File: src/rtl/small_poly_encode.sv
// small_poly_encode: reads the 757 ternary coefficients left by the small
// polynomial generator, packs them 4 per byte as (coef+1) in 2-bit codes
// (LSB-first), streams the 190 bytes over valid/ready, and reports the
// Hamming weight and any illegal coefficient value.
//
// state   | meaning
// --------+-----------------------------------------------------------
// S_IDLE  | waiting for start after reset
// S_FETCH | issuing one read per cycle, mapping data of the previous read
// S_DRAIN | mapping the last outstanding read, loading byte_out
// S_EMIT  | holding byte_out/byte_valid until byte_ready
// S_DONE  | pass complete, weight_ok valid, waiting for the next start
module small_poly_encode #(
    parameter int P  = 757,
    parameter int Q  = 5167,
    parameter int W  = 242,
    parameter int AW = 11,
    parameter int DW = 13
) (
    input  logic          clk,
    input  logic          rst,
    input  logic          start,
    output logic [AW-1:0] mem_address_o,
    input  logic [DW-1:0] mem_output,
    output logic [7:0]    byte_out,
    output logic          byte_valid,
    input  logic          byte_ready,
    output logic          busy,
    output logic          done,
    output logic [AW-1:0] weight,
    output logic          weight_ok,
    output logic          coeff_err
);

    localparam logic [DW-1:0] QM1      = DW'(Q - 1);
    localparam logic [AW-1:0] IDX_END  = AW'(P);
    localparam logic [AW-1:0] IDX_LAST = AW'(P - 1);
    localparam logic [AW-1:0] W_REQ    = AW'(W);

    typedef enum logic [2:0] {
        S_IDLE,
        S_FETCH,
        S_DRAIN,
        S_EMIT,
        S_DONE
    } state_t;

    state_t        r_state;
    logic [AW-1:0] r_addr;
    logic [AW-1:0] r_idx;      // number of reads issued so far in this pass
    logic [1:0]    r_cnt;      // reads issued for the current byte, minus one
    logic [1:0]    r_pos;      // next 2-bit slot in the pack register
    logic [7:0]    r_pack;
    logic [7:0]    r_byte;
    logic          r_valid;
    logic          r_busy;
    logic          r_done;
    logic [AW-1:0] r_weight;
    logic          r_ok;
    logic          r_err;

    logic [1:0]    w_code;
    logic          w_nz;
    logic          w_bad;
    logic          w_capture;
    logic [7:0]    w_full;

    // Map the returned coefficient to its 2-bit code and classify it.
    always_comb begin
        w_code = 2'b01;
        w_nz   = 1'b0;
        w_bad  = 1'b0;
        if (mem_output == '0) begin
            w_code = 2'b01;
        end else if (mem_output == DW'(1)) begin
            w_code = 2'b10;
            w_nz   = 1'b1;
        end else if (mem_output == QM1) begin
            w_code = 2'b00;
            w_nz   = 1'b1;
        end else begin
            w_bad  = 1'b1;
        end
    end

    // Read data is live on every FETCH cycle except the first of a byte, and in DRAIN.
    always_comb begin
        w_capture = ((r_state == S_FETCH) && (r_cnt != 2'd0)) || (r_state == S_DRAIN);
        w_full    = r_pack;
        w_full[{r_pos, 1'b0} +: 2] = w_code;
    end

    // Sequencer: address generation, packing, weight/error tracking and handshake.
    always_ff @(posedge clk) begin
        if (rst) begin
            r_state  <= S_IDLE;
            r_addr   <= '0;
            r_idx    <= '0;
            r_cnt    <= '0;
            r_pos    <= '0;
            r_pack   <= '0;
            r_byte   <= '0;
            r_valid  <= 1'b0;
            r_busy   <= 1'b0;
            r_done   <= 1'b0;
            r_weight <= '0;
            r_ok     <= 1'b0;
            r_err    <= 1'b0;
        end else begin
            if (w_capture) begin
                r_pack[{r_pos, 1'b0} +: 2] <= w_code;
                r_pos <= r_pos + 2'd1;
                if (w_nz)  r_weight <= r_weight + 1'b1;
                if (w_bad) r_err    <= 1'b1;
            end
            case (r_state)
                S_IDLE, S_DONE: begin
                    if (start) begin
                        r_weight <= '0;
                        r_err    <= 1'b0;
                        r_ok     <= 1'b0;
                        r_done   <= 1'b0;
                        r_busy   <= 1'b1;
                        r_idx    <= '0;
                        r_addr   <= '0;
                        r_cnt    <= '0;
                        r_pos    <= '0;
                        r_pack   <= '0;
                        r_state  <= S_FETCH;
                    end
                end
                S_FETCH: begin
                    r_idx <= r_idx + 1'b1;
                    // The final byte carries a single coefficient, so it ends after one read.
                    if ((r_cnt == 2'd3) || (r_idx == IDX_LAST)) begin
                        r_state <= S_DRAIN;
                    end else begin
                        r_addr <= r_addr + 1'b1;
                        r_cnt  <= r_cnt + 2'd1;
                    end
                end
                S_DRAIN: begin
                    r_byte  <= w_full;
                    r_valid <= 1'b1;
                    r_pack  <= '0;
                    r_pos   <= '0;
                    r_cnt   <= '0;
                    r_state <= S_EMIT;
                end
                S_EMIT: begin
                    if (byte_ready) begin
                        r_valid <= 1'b0;
                        if (r_idx == IDX_END) begin
                            r_busy  <= 1'b0;
                            r_done  <= 1'b1;
                            r_ok    <= (r_weight == W_REQ) && !r_err;
                            r_state <= S_DONE;
                        end else begin
                            r_addr  <= r_idx;
                            r_state <= S_FETCH;
                        end
                    end
                end
                default: r_state <= S_IDLE;
            endcase
        end
    end

    assign mem_address_o = r_addr;
    assign byte_out      = r_byte;
    assign byte_valid    = r_valid;
    assign busy          = r_busy;
    assign done          = r_done;
    assign weight        = r_weight;
    assign weight_ok     = r_ok;
    assign coeff_err     = r_err;

endmodule

File: config.mk
export PLATFORM = sky130hd
export DESIGN_NAME = small_poly_encode
export DESIGN_NICKNAME = d
export VERILOG_FILES = /design/src/rtl/small_poly_encode.sv
export SDC_FILE = /design/constraint.sdc
export NUM_CORES = 1
export LEC_CHECK = 0
export CAP_MARGIN = 0
export CORE_ASPECT_RATIO = 0.75
export CORE_MARGIN = 2
export CORE_UTILIZATION = 55
export CTS_BUF_LIST = sky130_fd_sc_hd__clkbuf_16
export DETAILED_ROUTE_END_ITERATION = 8
export GPL_ROUTABILITY_DRIVEN = 1
export GPL_TIMING_DRIVEN = 0
export HOLD_SLACK_MARGIN = 0.02
export PLACE_DENSITY = 0.87
export REMOVE_ABC_BUFFERS = 1
export SLEW_MARGIN = 20
export SYNTH_ARGS = -nofsm -noshare
export SYNTH_HDL_FRONTEND = slang
export SYNTH_SLANG_ARGS = --single-unit
File: constraint.sdc
create_clock -name clk -period 5.3 [get_ports clk]
set_clock_uncertainty 0.1 [all_clocks]
set_input_delay 1.06 -clock clk [delete_from_list [all_inputs] [get_ports clk]]
set_output_delay 1.06 -clock clk [all_outputs]
set_load 0.005 [all_outputs]
==> results.cfg <==
[pwr]
p_leak_nw = 1.37
p_comb_share_pct = 18.7
internal_power_mw = 0.893
switching_power_mw = 0.367
power_density_mw_per_mm2 = 308
ir_worst_vdd_mv = 0.202
p_clk_share_pct = 40.4
switching_share_pct = 29.1
seqPwrFrac_pct = 40.9

[final_layout]
n_fill_cell = 442
layout.nets = 467
fin_cells = 519
postLayoutCoreUtil_pct = 70.2
syn2layout_area_growth_pct = 23.1
diodes = 0
drive_gt1_share_pct = 8.62

[clock_network]
cts_tree = built
cts_resized = 0
postCtsSetupBuffers = 0
clk_latency_ps = 330
numCtsBuffers = 9
clk_path_buf_depth = 2
cts.sinks = 61
cts_htree_levels = 3
cts_hold_buf = 0
cts_root_buffer = clkbuf_16
cts.clk_slew.worst_paths_ps = 50

[timing]
worst_hold_slack_ps = 357
relSlewSlack_pct = 42.6
tns_ps = 0
finalSetupViolations = 0
worstMarginPinSlew_ps = 858
hold_viol_final = 0
rsz0062_at_grt = no
drv_slew = 0
timing.final.crit_share_pct = 63.3
clock.fmax_mhz = 298
min_period_ps = 3360

[routing]
drt-total-wl_mm = 8.36
wl_per_cell_um = 16.1
postRouteAntennaNets = 0
post_drt_via_cell_ratio = 6.24
drc = 0
firstDrtPassIters = 5
vias = 3238
drt_iter0_markers = 348

[synthesis]
synth-seq-cells = 61
ys_seq_area_share_pct = 36.7
synthArstFlopShare_pct = 0
synthDistinctLibCells = 58
syn_area_per_cell_um2 = 8.39
yosys_warnings = 0
synth_edf_count = 0
netlist_instances = 396
yosys_most_used_dff = dfxtp_1
synth_area_mm2 = 0.00332

[die]
io_pins = 52
fp.dieW_um = 93.8
die-area_mm2 = 0.00669
start_util_pct = 57.0
rows = 24
core_mm2 = 0.00583
die_h_um = 71.3

[worst_setup_path]
start_kind = primary input
crit_buf_inv = 1
cp_slowest_cell = a31oi_2
path_cells = clkdlybuf4s50_1, nor3b_1, a31oi_1, a31oi_2, a21oi_1, a311oi_1
path_class = in2reg
cp-end-kind = register
cp-startpoint = start
path_delay_family = compound AO/OA/AOI/OAI gates
regToRegStartpoint = r_state[1]
crit_fanout = 19
critPathRequiredTime_ps = 5440
worst-endpoint-arrival_ps = 3500
slowest_delay_ps = 720

[global_route]
overflow = 0
grt_max_degree = 41
grt_pass1_wl_mm = 14.1
first_global_vias = 3018
antenna_found_initial = 0
grt_usage_pct = 26.6

[min_path]
hp-start = done
worstHoldPathType = reg2reg

[placed_design]
io_buffers = 51
place_inst = 504
gp_congestion = 0.851
dp_hpwl_mm = 5.66

[status]
status = finished, final reports clean

[run]
maxCapViolations = 0
==> path summary, 6_finish.rpt <==
check	end	slack [ps]	depth (start not counted)
worst max-delay path	mem_address_o[8]	1940	6
worst max register to register	weight[5]	2410	5
worst min register to register	done	360	2
worst min-delay path	done	360	2
==> cell families after synthesis <==
kind of cell    count (synthesis)  share of synthesized area (%)
buf+inv                        42                           5.84
flops                          61                           36.7
xor+xnor                        6                           1.58
fa+ha+maj                      13                           4.89
simple gates                  157                           25.3
compound gates                112                           24.0
mux                             5                           1.69
==> cell usage after synthesis, types with 2 or more instances <==
| cell | n | share of area, % |
|---|---|---|
| clkbuf_1 | 12 | 1.4 |
| nand2_1 | 30 | 3.4 |
| or4_1 | 4 | 0.90 |
| a22oi_1 | 6 | 1.4 |
| inv_1 | 21 | 2.4 |
| nand4b_1 | 2 | 0.53 |
| a311oi_1 | 3 | 0.79 |
| a21oi_1 | 32 | 4.8 |
| nor3_1 | 11 | 1.7 |
| o21a_1 | 6 | 1.4 |
| o221a_2 | 8 | 2.7 |
| mux2_2 | 5 | 1.7 |
| xnor2_1 | 5 | 1.3 |
| nand2b_1 | 3 | 0.56 |
| o21ai_0 | 12 | 1.8 |
| o32ai_1 | 6 | 1.6 |
| nor2_1 | 52 | 5.9 |
| or3b_1 | 2 | 0.53 |
| nor3b_1 | 2 | 0.45 |
| o31ai_1 | 6 | 1.4 |
| and4_1 | 5 | 1.3 |
| ha_1 | 13 | 4.9 |
| nor4b_1 | 3 | 0.79 |
| and3_1 | 6 | 1.1 |
| nor2b_1 | 3 | 0.56 |
| o22ai_1 | 4 | 0.75 |
| buf_2 | 5 | 0.75 |
| a211oi_1 | 10 | 2.3 |
| a32o_1 | 2 | 0.60 |
| nand3b_1 | 2 | 0.45 |
| a31oi_1 | 5 | 0.94 |
| nand3_1 | 15 | 2.3 |
| dfxtp_1 | 61 | 37 |
| nand4_1 | 7 | 1.3 |
| buf_6 | 4 | 1.4 |
==> final cells by class <==
| class | count | area [um^2] | share of cell area [%] |
|---|---|---|---|
| Clock buffer | 9 | 225 | 5.51 |
| Timing Repair Buffer | 51 | 505 | 12.4 |
| Tap cell | 78 | 97.6 | 2.39 |
| Sequential cell | 61 | 1220 | 29.9 |
| Inverter | 21 | 78.8 | 1.93 |
| Multi-Input combinational cell | 293 | 1930 | 47.2 |
| Clock inverter | 6 | 31.3 | 0.765 |
==> metal layers <==
| layer | global-route usage, % | share of wire (%) | wire length, um |
|---|---|---|---|
| met1 | 36.4 | 46 | 3810 |
| met2 | 40.6 | 45 | 3780 |
| met3 | 5.78 | 7.1 | 595 |
| met4 | 12.2 | 2.1 | 177 |
| met5 | 0 | 0 | 0 |
==> flip-flops by register name, indices dropped and copies added, names as in the netlist <==
signal / count
r_pos: 2
coeff_err: 1
done: 1
r_idx: 11
r_state: 3
busy: 1
byte_out: 8
weight_ok: 1
r_cnt: 2
r_pack: 8
mem_address_o: 11
weight: 11
byte_valid: 1
==> metrics by stage <==
stage,cell area [um^2],total power [mW],worst slack [ps]
finish,4090,1.26,1940
global route,4090,1.31,1630
CTS,4070,1.25,1980
detailed placement,3820,0.750,1640
global placement,3820,0.740,1630
floorplan,3210,0.659,2610
==> worst reg2reg max path, delay by kind of cell (launching register included) <==
kind / cells / cell delay (ps)
simple gates: 3 / 1360
flops: 1 / 770
compound gates: 2 / 620
==> cell usage in the layout, fill, tap and decap left out, types with 5 or more instances in the layout <==
master,synthesis,routed
o31ai_1,6,6
o21ai_0,12,12
o221a_2,8,8
clkbuf_16,0,9
nor3_1,11,11
nand4_1,7,7
a31oi_1,5,5
mux2_2,5,5
nand3_1,15,15
a211oi_1,10,10
dfxtp_1,61,61
a22oi_1,6,6
xnor2_1,5,5
clkdlybuf4s50_1,0,50
nand2_1,30,30
o21a_1,6,6
and4_1,5,5
o32ai_1,6,6
nor2_1,52,51
and3_1,6,6
a21oi_1,32,32
inv_1,21,21
ha_1,13,13
==> power groups by stage <==
| stage | registers [mW] | logic, mW | clock network (mW) |
|---|---|---|---|
| floorplan | 0.517 | 0.142 | 0 |
| global placement | 0.519 | 0.220 | 0 |
| detailed placement | 0.522 | 0.228 | 0 |
| CTS | 0.513 | 0.231 | 0.510 |
| global route | 0.518 | 0.260 | 0.534 |
| finish | 0.515 | 0.236 | 0.509 |
Note: power is estimated with default switching activity, not from simulation.
